--- src/rtl/word_extract_pkg.sv ---
// Shared constants, FSM encoding and helpers for word_extract.
// Optional compare path is enabled by defining WORD_EXTRACT_CHECK_EN.
`ifndef WORD_EXTRACT_MSB_DEFINED
`define WORD_EXTRACT_MSB_DEFINED
`define MSB(x) ($clog2((x) + 1) - 1)
`endif

package word_extract_pkg;

  localparam int unsigned CHAR_BITS    = 7;
  localparam int unsigned RANGES_MAX   = 8;
  localparam int unsigned WORD_MAX_LEN = RANGES_MAX;
  localparam int unsigned WORD_LEN_MSB = `MSB(WORD_MAX_LEN);
  localparam int unsigned POS_BITS     = `MSB(WORD_MAX_LEN - 1) + 1;
  localparam int unsigned IDX_BITS     = POS_BITS;
  // Window sums are one bit wider than the length field so they never wrap.
  localparam int unsigned SUM_BITS     = WORD_LEN_MSB + 2;
  localparam int unsigned RC_BITS      = $clog2(RANGES_MAX + 1);
  localparam int unsigned DATA_BITS    = WORD_MAX_LEN * CHAR_BITS;
  localparam int unsigned RANGE_BITS   = RANGES_MAX * CHAR_BITS;

  typedef enum logic [1:0] {
    StIdle,
    StScan,
    StCmp,
    StDone
  } state_e;

  typedef logic [CHAR_BITS-1:0] char_t;

  // Bit mask covering the first len chars of a candidate.
  function automatic logic [DATA_BITS-1:0] char_mask(input logic [WORD_LEN_MSB:0] len);
    logic [DATA_BITS-1:0] m;
    m = '0;
    for (int i = 0; i < int'(WORD_MAX_LEN); i++) begin
      if (i < int'(len)) m[i*CHAR_BITS +: CHAR_BITS] = '1;
    end
    return m;
  endfunction

endpackage

--- src/rtl/word_extract_if.sv ---
// Handshake and data bundle between a word_extract instance and its driver.
interface word_extract_if;
  import word_extract_pkg::*;

  logic [DATA_BITS-1:0]    din;
  logic [WORD_LEN_MSB:0]   word_len;
  logic [POS_BITS-1:0]     word_pos;
  logic [DATA_BITS-1:0]    word_ref;
  logic                    wr_en;
  logic                    full;
  logic [RANGE_BITS-1:0]   range_out;
  logic [WORD_LEN_MSB:0]   range_len;
  logic [DATA_BITS-1:0]    word_out;
  logic                    err;
  logic                    mismatch;
  logic                    rd_en;
  logic                    empty;

  modport slave (
    input  din, word_len, word_pos, word_ref, wr_en, rd_en,
    output full, range_out, range_len, word_out, err, mismatch, empty
  );

  modport master (
    output din, word_len, word_pos, word_ref, wr_en, rd_en,
    input  full, range_out, range_len, word_out, err, mismatch, empty
  );

endinterface

--- src/rtl/word_extract_window.sv ---
// Combinational window decision: is char idx inside [pos, pos+len), and where in the word.
module word_extract_window
  import word_extract_pkg::*;
(
  input  logic [IDX_BITS-1:0]   idx_i,
  input  logic [POS_BITS-1:0]   pos_i,
  input  logic [WORD_LEN_MSB:0] len_i,
  output logic                  in_win_o,
  output logic [IDX_BITS-1:0]   word_idx_o
);

  logic [SUM_BITS-1:0] idx_ext;
  logic [SUM_BITS-1:0] pos_ext;
  logic [SUM_BITS-1:0] end_ext;

  always_comb begin
    idx_ext    = SUM_BITS'(idx_i);
    pos_ext    = SUM_BITS'(pos_i);
    end_ext    = pos_ext + SUM_BITS'(len_i);
    in_win_o   = (idx_ext >= pos_ext) && (idx_ext < end_ext);
    word_idx_o = idx_i - pos_i;
  end

endmodule

--- src/rtl/word_extract.sv ---
// Splits a finished candidate back into inserted word and compacted range chars.
// Define WORD_EXTRACT_CHECK_EN to add a registered compare of word_out against word_ref.
module word_extract
  import word_extract_pkg::*;
(
  input  logic           CLK,
  input  logic           reset,
  word_extract_if.slave  bus
);

  state_e                state_q, state_d;
  logic                  full_q, full_d;
  logic                  empty_q, empty_d;
  logic [DATA_BITS-1:0]  din_q, din_d;
  logic [WORD_LEN_MSB:0] len_q, len_d;
  logic [POS_BITS-1:0]   pos_q, pos_d;
  logic [IDX_BITS-1:0]   idx_q, idx_d;
  logic [RC_BITS-1:0]    rc_q, rc_d;
  logic [RANGE_BITS-1:0] range_out_q, range_out_d;
  logic [DATA_BITS-1:0]  word_out_q, word_out_d;
  logic [WORD_LEN_MSB:0] range_len_q, range_len_d;
  logic                  zero_seen_q, zero_seen_d;
  logic                  err_q, err_d;
`ifdef WORD_EXTRACT_CHECK_EN
  logic [DATA_BITS-1:0]  ref_q, ref_d;
  logic                  mismatch_q, mismatch_d;
`else
  logic                  unused_word_ref;
  assign unused_word_ref = ^bus.word_ref;
`endif

  logic                  accept;
  logic                  in_win;
  logic [IDX_BITS-1:0]   word_idx;
  char_t                 c;

  word_extract_window u_window (
    .idx_i      (idx_q),
    .pos_i      (pos_q),
    .len_i      (len_q),
    .in_win_o   (in_win),
    .word_idx_o (word_idx)
  );

  assign accept = bus.wr_en && !full_q;
  assign c      = din_q[int'(idx_q)*CHAR_BITS +: CHAR_BITS];

  always_comb begin
    state_d     = state_q;
    full_d      = full_q;
    empty_d     = empty_q;
    din_d       = din_q;
    len_d       = len_q;
    pos_d       = pos_q;
    idx_d       = idx_q;
    rc_d        = rc_q;
    range_out_d = range_out_q;
    word_out_d  = word_out_q;
    range_len_d = range_len_q;
    zero_seen_d = zero_seen_q;
    err_d       = err_q;
`ifdef WORD_EXTRACT_CHECK_EN
    ref_d       = ref_q;
    mismatch_d  = mismatch_q;
`endif

    if (accept) begin
      din_d  = bus.din;
      len_d  = bus.word_len;
      pos_d  = bus.word_pos;
      full_d = 1'b1;
`ifdef WORD_EXTRACT_CHECK_EN
      ref_d  = bus.word_ref;
`endif
    end

    case (state_q)
      StIdle: begin
        if (full_q) begin
          state_d     = StScan;
          idx_d       = '0;
          rc_d        = '0;
          range_out_d = '0;
          word_out_d  = '0;
          range_len_d = '0;
          zero_seen_d = 1'b0;
          err_d       = 1'b0;
`ifdef WORD_EXTRACT_CHECK_EN
          mismatch_d  = 1'b0;
`endif
        end
      end
      StScan: begin
        if (in_win) begin
          word_out_d[int'(word_idx)*CHAR_BITS +: CHAR_BITS] = c;
        end else if (rc_q < RC_BITS'(RANGES_MAX)) begin
          // Chars beyond RANGES_MAX range slots are dropped.
          range_out_d[int'(rc_q)*CHAR_BITS +: CHAR_BITS] = c;
          rc_d = rc_q + 1'b1;
          if (!zero_seen_q) begin
            if (c == '0) zero_seen_d = 1'b1;
            else         range_len_d = range_len_q + 1'b1;
          end
        end
        if (idx_q == IDX_BITS'(WORD_MAX_LEN - 1)) begin
          err_d = (SUM_BITS'(pos_q) + SUM_BITS'(len_q)) > SUM_BITS'(WORD_MAX_LEN);
`ifdef WORD_EXTRACT_CHECK_EN
          state_d = StCmp;
`else
          state_d = StDone;
          empty_d = 1'b0;
`endif
        end else begin
          idx_d = idx_q + 1'b1;
        end
      end
`ifdef WORD_EXTRACT_CHECK_EN
      StCmp: begin
        mismatch_d = word_out_q != (ref_q & char_mask(len_q));
        state_d    = StDone;
        empty_d    = 1'b0;
      end
`endif
      StDone: begin
        if (bus.rd_en && !empty_q) begin
          empty_d = 1'b1;
          full_d  = 1'b0;
          state_d = StIdle;
        end
      end
      default: state_d = StIdle;
    endcase
  end

  always_ff @(posedge CLK) begin
    if (reset) begin
      state_q     <= StIdle;
      full_q      <= 1'b0;
      empty_q     <= 1'b1;
      din_q       <= '0;
      len_q       <= '0;
      pos_q       <= '0;
      idx_q       <= '0;
      rc_q        <= '0;
      range_out_q <= '0;
      word_out_q  <= '0;
      range_len_q <= '0;
      zero_seen_q <= 1'b0;
      err_q       <= 1'b0;
`ifdef WORD_EXTRACT_CHECK_EN
      ref_q       <= '0;
      mismatch_q  <= 1'b0;
`endif
    end else begin
      state_q     <= state_d;
      full_q      <= full_d;
      empty_q     <= empty_d;
      din_q       <= din_d;
      len_q       <= len_d;
      pos_q       <= pos_d;
      idx_q       <= idx_d;
      rc_q        <= rc_d;
      range_out_q <= range_out_d;
      word_out_q  <= word_out_d;
      range_len_q <= range_len_d;
      zero_seen_q <= zero_seen_d;
      err_q       <= err_d;
`ifdef WORD_EXTRACT_CHECK_EN
      ref_q       <= ref_d;
      mismatch_q  <= mismatch_d;
`endif
    end
  end

  assign bus.full      = full_q;
  assign bus.empty     = empty_q;
  assign bus.range_out = range_out_q;
  assign bus.range_len = range_len_q;
  assign bus.word_out  = word_out_q;
  assign bus.err       = err_q;
`ifdef WORD_EXTRACT_CHECK_EN
  assign bus.mismatch  = mismatch_q;
`else
  assign bus.mismatch  = 1'b0;
`endif

endmodule

--- src/flat_wrapper.sv ---
// flat-port wrapper written by rule: the top's interface ports become plain ports
module word_extract_flat import word_extract_pkg::*;
  (CLK, reset, bus_din, bus_word_len, bus_word_pos, bus_word_ref, bus_wr_en, bus_rd_en, bus_full, bus_range_out, bus_range_len, bus_word_out, bus_err, bus_mismatch, bus_empty);
  word_extract_if bus_i ();
  input  logic CLK;
  input  logic reset;
  input wire logic [$bits(bus_i.din)-1:0] bus_din;
  input wire logic [$bits(bus_i.word_len)-1:0] bus_word_len;
  input wire logic [$bits(bus_i.word_pos)-1:0] bus_word_pos;
  input wire logic [$bits(bus_i.word_ref)-1:0] bus_word_ref;
  input wire logic [$bits(bus_i.wr_en)-1:0] bus_wr_en;
  input wire logic [$bits(bus_i.rd_en)-1:0] bus_rd_en;
  output wire logic [$bits(bus_i.full)-1:0] bus_full;
  output wire logic [$bits(bus_i.range_out)-1:0] bus_range_out;
  output wire logic [$bits(bus_i.range_len)-1:0] bus_range_len;
  output wire logic [$bits(bus_i.word_out)-1:0] bus_word_out;
  output wire logic [$bits(bus_i.err)-1:0] bus_err;
  output wire logic [$bits(bus_i.mismatch)-1:0] bus_mismatch;
  output wire logic [$bits(bus_i.empty)-1:0] bus_empty;
  assign bus_i.din = bus_din;
  assign bus_i.word_len = bus_word_len;
  assign bus_i.word_pos = bus_word_pos;
  assign bus_i.word_ref = bus_word_ref;
  assign bus_i.wr_en = bus_wr_en;
  assign bus_i.rd_en = bus_rd_en;
  assign bus_full = bus_i.full;
  assign bus_range_out = bus_i.range_out;
  assign bus_range_len = bus_i.range_len;
  assign bus_word_out = bus_i.word_out;
  assign bus_err = bus_i.err;
  assign bus_mismatch = bus_i.mismatch;
  assign bus_empty = bus_i.empty;
  word_extract u_core (.CLK(CLK), .reset(reset), .bus(bus_i));
endmodule
--- config.mk ---
export PLATFORM = sky130hd
export DESIGN_NAME = word_extract_flat
export DESIGN_NICKNAME = d
export VERILOG_FILES = /design/src/rtl/word_extract_pkg.sv /design/src/rtl/word_extract_if.sv /design/src/rtl/word_extract_window.sv /design/src/rtl/word_extract.sv /design/src/flat_wrapper.sv
export SDC_FILE = /design/constraint.sdc
export NUM_CORES = 1
export LEC_CHECK = 0
export CORE_MARGIN = 2
export CORE_UTILIZATION = 30
export DETAILED_ROUTE_END_ITERATION = 8
export GPL_ROUTABILITY_DRIVEN = 0
export PLACE_DENSITY_LB_ADDON = 0.1
export RECOVER_POWER = 25
export SLEW_MARGIN = 20
export SYNTH_ARGS = -nofsm -noshare
export SYNTH_HDL_FRONTEND = slang
export SYNTH_HIERARCHICAL = 1
export SYNTH_SLANG_ARGS = --single-unit
--- constraint.sdc ---
create_clock -name CLK -period 3.7 [get_ports CLK]
set_clock_uncertainty 0.2 [all_clocks]
set_input_delay 0.37 -clock CLK [delete_from_list [all_inputs] [get_ports CLK]]
set_output_delay 0.37 -clock CLK [all_outputs]
set_load 0.05 [all_outputs]
# Word level (Yosys, flattened, before mapping)
# Cells that the tools add are included.
# Widths: inputs -> output; s select.
# word_totals
reg_bits	192
output_inout_bits	120
in_bits	123
latch_bits	0
ram_bits	0
n_memories	0
mem_bits_ro	0
# op_classes
reduce_logical	16
n_shift	5
addsub	7
div	0
muxes	38
n_eq_ne	12
order_cmp	4
bitwise_logic	0
mul	3
# op_table
op	count
$mux 56	4
$pmux 56 s2	2
$bwmux 56	2
$shift 7x34->56 const A	2
$shiftx 7x34->56	2
$shiftx 56x7->7	1
$neg 6->34	1
$neg 7->34	1
$mux 4	7
$pmux 4 s2	2
$reduce_and 3->1	5
$mul 3x3->6 const B	2
$mux 1	11
$ne 2x1->1 const B	5
$add 4x1->4 const B	2
$ne 2x2->1 const B	4
$logic_not 7->1	1
$mul 4x3->7 const B	1
$mux 2	3
$mux 3	2
$pmux 1 s2	3
$pmux 2 s3	1
$pmux 3 s2	1
$reduce_and 6->1	1
15 further kinds	19

# Longest topological paths before layout
# logic_depth
ltp_word	8
mapped_depth	13
mapped_depth_nobuf	12

# By module
# Netlist, hierarchy kept.
# modules_own_cells
module	area_each_um2	n_inst	cells_each	seq_area_each_um2
word_extract	7783.7	1	908	3843.7
word_extract_window	267.8	1	31	0.0

# Worst setup path after synthesis
# Ideal clock, no wire load.
# synth_path
path_type	flip-flop to flip-flop
startpoint	register u_core.pos_q[0]
endpoint	register u_core.range_len_q[3], in the netlist u_core/bus.range_len[3]
t_arrival_ps	2960
stages_incl_launch_ff	13
path_slack_ps	466
setup_time_ps	74
path_cell_list	dfxtp_1 > ha_1 > fa_1 > inv_1 > ha_1 > a211oi_2 > nor3_1 > a21oi_1 > nor3_1 > nor2_1 > a211o_4 > or4_1 > a31oi_1
# synth_between
elab_chain_len	5
word_cells_on_any_way	6
# synth_rtl
element	line	source
start: declaration	word_extract.sv:16	logic [POS_BITS-1:0] pos_q, pos_d;
start signal: assignment	word_extract.sv:160	pos_q <= pos_d;
$add 3x4->5	word_extract_window.sv:19	end_ext = pos_ext + SUM_BITS'(len_i);
$lt 3x5->1	word_extract_window.sv:20	in_win_o = (idx_ext >= pos_ext) && (idx_ext < end_ext);
$logic_and 1x1->1 *	word_extract_window.sv:20	
net u_core.in_win	word_extract.sv:33	logic in_win;
$ne 2x2->1 (no line) *	--	
$reduce_and 6->1 (no line) *	--	
end signal: assignment	word_extract.sv:165	range_len_q <= range_len_d;
end: declaration	word_extract.sv:21	logic [WORD_LEN_MSB:0] range_len_q, range_len_d;
# Mark *: on every way through the listed nets, which the timed path passes. The rest lies on a longest branch.
# A chain may end at the register's enable or synchronous reset.

# Worst setup path in the final report
# layout_path
startpoint	register u_core.len_q[0]
endpoint	register u_core.range_len_q[3], in the netlist u_core/bus.range_len[3]
# layout_between
elab_chain_len	5
# layout_rtl
element	line	source
start: declaration	word_extract.sv:15	logic [WORD_LEN_MSB:0] len_q, len_d;
start signal: assignment	word_extract.sv:159	len_q <= len_d;
$add 3x4->5	word_extract_window.sv:19	
$lt 3x5->1	word_extract_window.sv:20	
$logic_and 1x1->1	word_extract_window.sv:20	
net u_core.in_win	word_extract.sv:33	
$ne 2x2->1 (no line)	--	
$reduce_and 6->1 (no line)	--	
# The timed path passes the listed nets, and every way through them passes these cells.

==> qor.yml <==
timing:
  final_hold_viol_count: 0
  fin_tns_setup_ns: 0
  grt_setup_unrepaired: "false"
  fmax_mhz: 298
  setup_viol: 0
  worst-slew-pin-transition_ns: 1.80
  fin_crit_ns: 3.36
  slew_headroom: -0.201
  final-max-slew-violation-count: 49
  min_period_over_period: 0.907
global_routing:
  overflow: 0
  met1_usage: 0.229
  antenna_found_initial: 1
  grt_pass1_vias: 6850
  met3_usage: 0.0400
  grt.total_usage: 0.174
  grt_max_degree: 80
  grt_pass1_wl_um: 38600
  busiest_layer: "met2"
  met2_usage: 0.286
die:
  die_y_um: 168
  core_area_mm2: 0.0262
  die_x_um: 168
  placementRows: 59
  die_area_mm2: 0.0282
  io_pins: 243
  start_util: 0.307
setup_path:
  rrSetupSlack_ns: 0.34
  required_ns: 3.87
  crit_fanout: 6
  crit_path_end_kind: "register"
  critPathArrivalTime_ns: 3.53
  critPathKind: "register to register"
  start_kind: "register"
clock_network:
  cts_max_path_buffers: 2
  cts_buffers: 17
  clock-sinks: 192
  root_buffer: "clkbuf_16"
  cts.reportedPaths.clkPinSlew_ns: 0.08
  clk_latency_ns: 0.44
  cts_tree: "yes"
  h-tree-depth: 4
yosys:
  ys_top_cells_by_area: "dfxtp_1 (48%), nand2_1 (9.0%), a21oi_1 (8.3%), a22oi_1 (6.2%), nor2_1 (4.1%)"
  synth_edf_count: 0
  synth-seq-cells: 192
  yosysTopAreaCellShare: 0.477
  synth-main-ff-cell: "dfxtp_1"
  synth_cell_types: 52
  synth.avg_cell_area_um2: 8.57
  yosysSeqAreaShare: 0.477
  synth_common_cells: "dfxtp_1 (192), nand2_1 (192), a21oi_1 (134)"
  yosys_warnings: 6
  syn_inst: 939
  netlist_area_mm2: 0.00805
  synth_fp_nets: 1086
  synth_top_area_cell: "dfxtp_1"
  synthArstFlopShare: 0
pwr:
  power.switching_mw: 1.41
  p_int_mw: 3.34
  clkPwrFrac: 0.398
  peakVddDrop_uv: 250
  seq_power_share: 0.454
  switching_share: 0.297
  powerDensity_mw_per_mm2: 436
  combPwrFrac: 0.148
  power.leakage_nw: 3.97
layout:
  fillers: 2641
  stdcell_count: 1459
  antenna_cells: 0
  drive_gt1_frac: 0.0712
  fin_nets: 1258
  area_delta_synth_final_pct: 35.3
place:
  hpwl_um: 16500
  io_buffers: 185
  dpl.cell_count: 1427
drt:
  routedWlPerCell_um: 16.9
  ant_nets: 0
  avgViaCountPerCell: 4.93
  totalWireLength_um: 24600
  drtIter0Drc: 555
  drc: 0
  vias: 7197
  drt_pass1_iterations: 5
status:
  outcome: "finished with violations"
  violations: "max-capacitance violations, max-slew violations"
flow_run:
  maxCapViolCount: 1
hold_path:
  hp-class: "input pin to register"
[stage by stage]
| stage | setup WS (ns) | instance area [um^2] | total power [mW] | hold WS (ns) | util |
|---|---|---|---|---|---|
| after global placement | 0.285 | 10300 | 2.91 | 0.240 | 0.393 |
| after global routing | 0.108 | 10900 | 4.96 | 0.193 | 0.416 |
| after CTS | 0.221 | 10900 | 4.81 | 0.188 | 0.416 |
| after floorplan | 0.466 | 8050 | 2.64 | 0.232 | - |
| final | 0.344 | 10900 | 4.74 | 0.180 | 0.416 |
| after detailed placement | 0.242 | 10300 | 2.91 | 0.243 | 0.393 |
[placed cells by master, fill, tap and decap left out, types with 5 or more instances in the layout]
master / n
a21oi_1: 133
a22oi_1: 67
and2_1: 6
buf_4: 27
clkbuf_16: 17
clkdlybuf4s50_1: 157
dfxtp_1: 192
dlygate4sd3_1: 27
ha_1: 21
inv_1: 15
inv_6: 5
mux2_4: 5
mux4_1: 10
nand2_1: 192
nand3_1: 8
nor2_1: 87
nor2b_1: 7
nor3_1: 12
nor3b_1: 6
o21ai_0: 54
o21ai_1: 5
[worst paths after layout]
path	start	to	cells past startpoint
min reg2reg	u_core/din_q[9]$_SDFFE_PP0P_	u_core/din_q[9]$_SDFFE_PP0P_	2
max reg2reg	u_core/len_q[0]$_SDFFE_PP0P_	u_core/bus.range_len[3]$_SDFFE_PP0P_	12
min	reset	u_core/bus.word_out[4]$_SDFFE_PP0P_	2
max	u_core/len_q[0]$_SDFFE_PP0P_	u_core/bus.range_len[3]$_SDFFE_PP0P_	12
[power groups by stage]
| stage | sequential [mW] | clock (mW) | combinational, mW |
|---|---|---|---|
| 2_1_floorplan | 2.21 | 0 | 0.429 |
| 3_3_place_gp | 2.20 | 0 | 0.706 |
| 3_5_place_dp | 2.20 | 0 | 0.708 |
| 4_1_cts | 2.15 | 1.94 | 0.710 |
| 5_1_grt | 2.16 | 2.02 | 0.772 |
| 6_report | 2.15 | 1.89 | 0.703 |
[timing repair]
action | 4_1_cts | 5_1_grt
endpoints found under the hold margin | 0 | 0
setup buffers | 0 | 0
hold buffers | 0 | 0
setup endpoints to repair | 0 | 3
resized for setup | 0 | 1
[state kept, by name, summed over array words and instances, names as in the netlist]
signal,count
u_core/bus.full,1
u_core/bus.range_len,4
u_core/len_q,4
u_core/bus.err,1
u_core/pos_q,3
u_core/din_q,56
u_core/idx_q,3
u_core/bus.word_out,56
u_core/bus.empty,1
u_core/zero_seen_q,1
u_core/bus.range_out,56
u_core/state_q,2
u_core/rc_q,4
[area by class of cell]
class	count	area, um^2	share of cell area
multi-input cells	671	3900	0.358
inverters	15	56.3	0.00517
repair buffers	214	2080	0.191
well taps	335	419	0.0385
flip-flops and latches	192	3840	0.353
clock buffers	18	429	0.0394
clock inverters	14	165	0.0152
[kinds of logic (layout without fill, tap and decap cells)]
family,Yosys count,count (layout),share of synthesized area
XOR/XNOR,7,7,0.00761
AND/OR/NAND/NOR,343,343,0.181
other,1,1,0.000466
flip-flops,192,192,0.477
multiplexers,21,21,0.0559
AO/OA/AOI/OAI,275,275,0.198
buffers and inverters,76,261,0.0398
adder cells (fa/ha/maj),24,24,0.0401
[critical path: stages (launching register included)]
cell      delay [ns]
dfxtp_1         0.34
ha_1            0.22
fa_1            0.48
inv_1           0.04
ha_1            0.27
a211oi_2        0.06
nor3_1          0.23
a21oi_2         0.14
nor3_1          0.28
nor2_2          0.09
a211o_4         0.35
or4_1           0.47
a31oi_1         0.13
[metal layers]
metal / wire, um / up-vias
met5: 13 / -
met4: 367 / 2
met3: 1270 / 20
met2: 11600 / 202
met1: 11400 / 3361
li1: - / 3612
No activity file was read; power rests on OpenSTA's default activity.
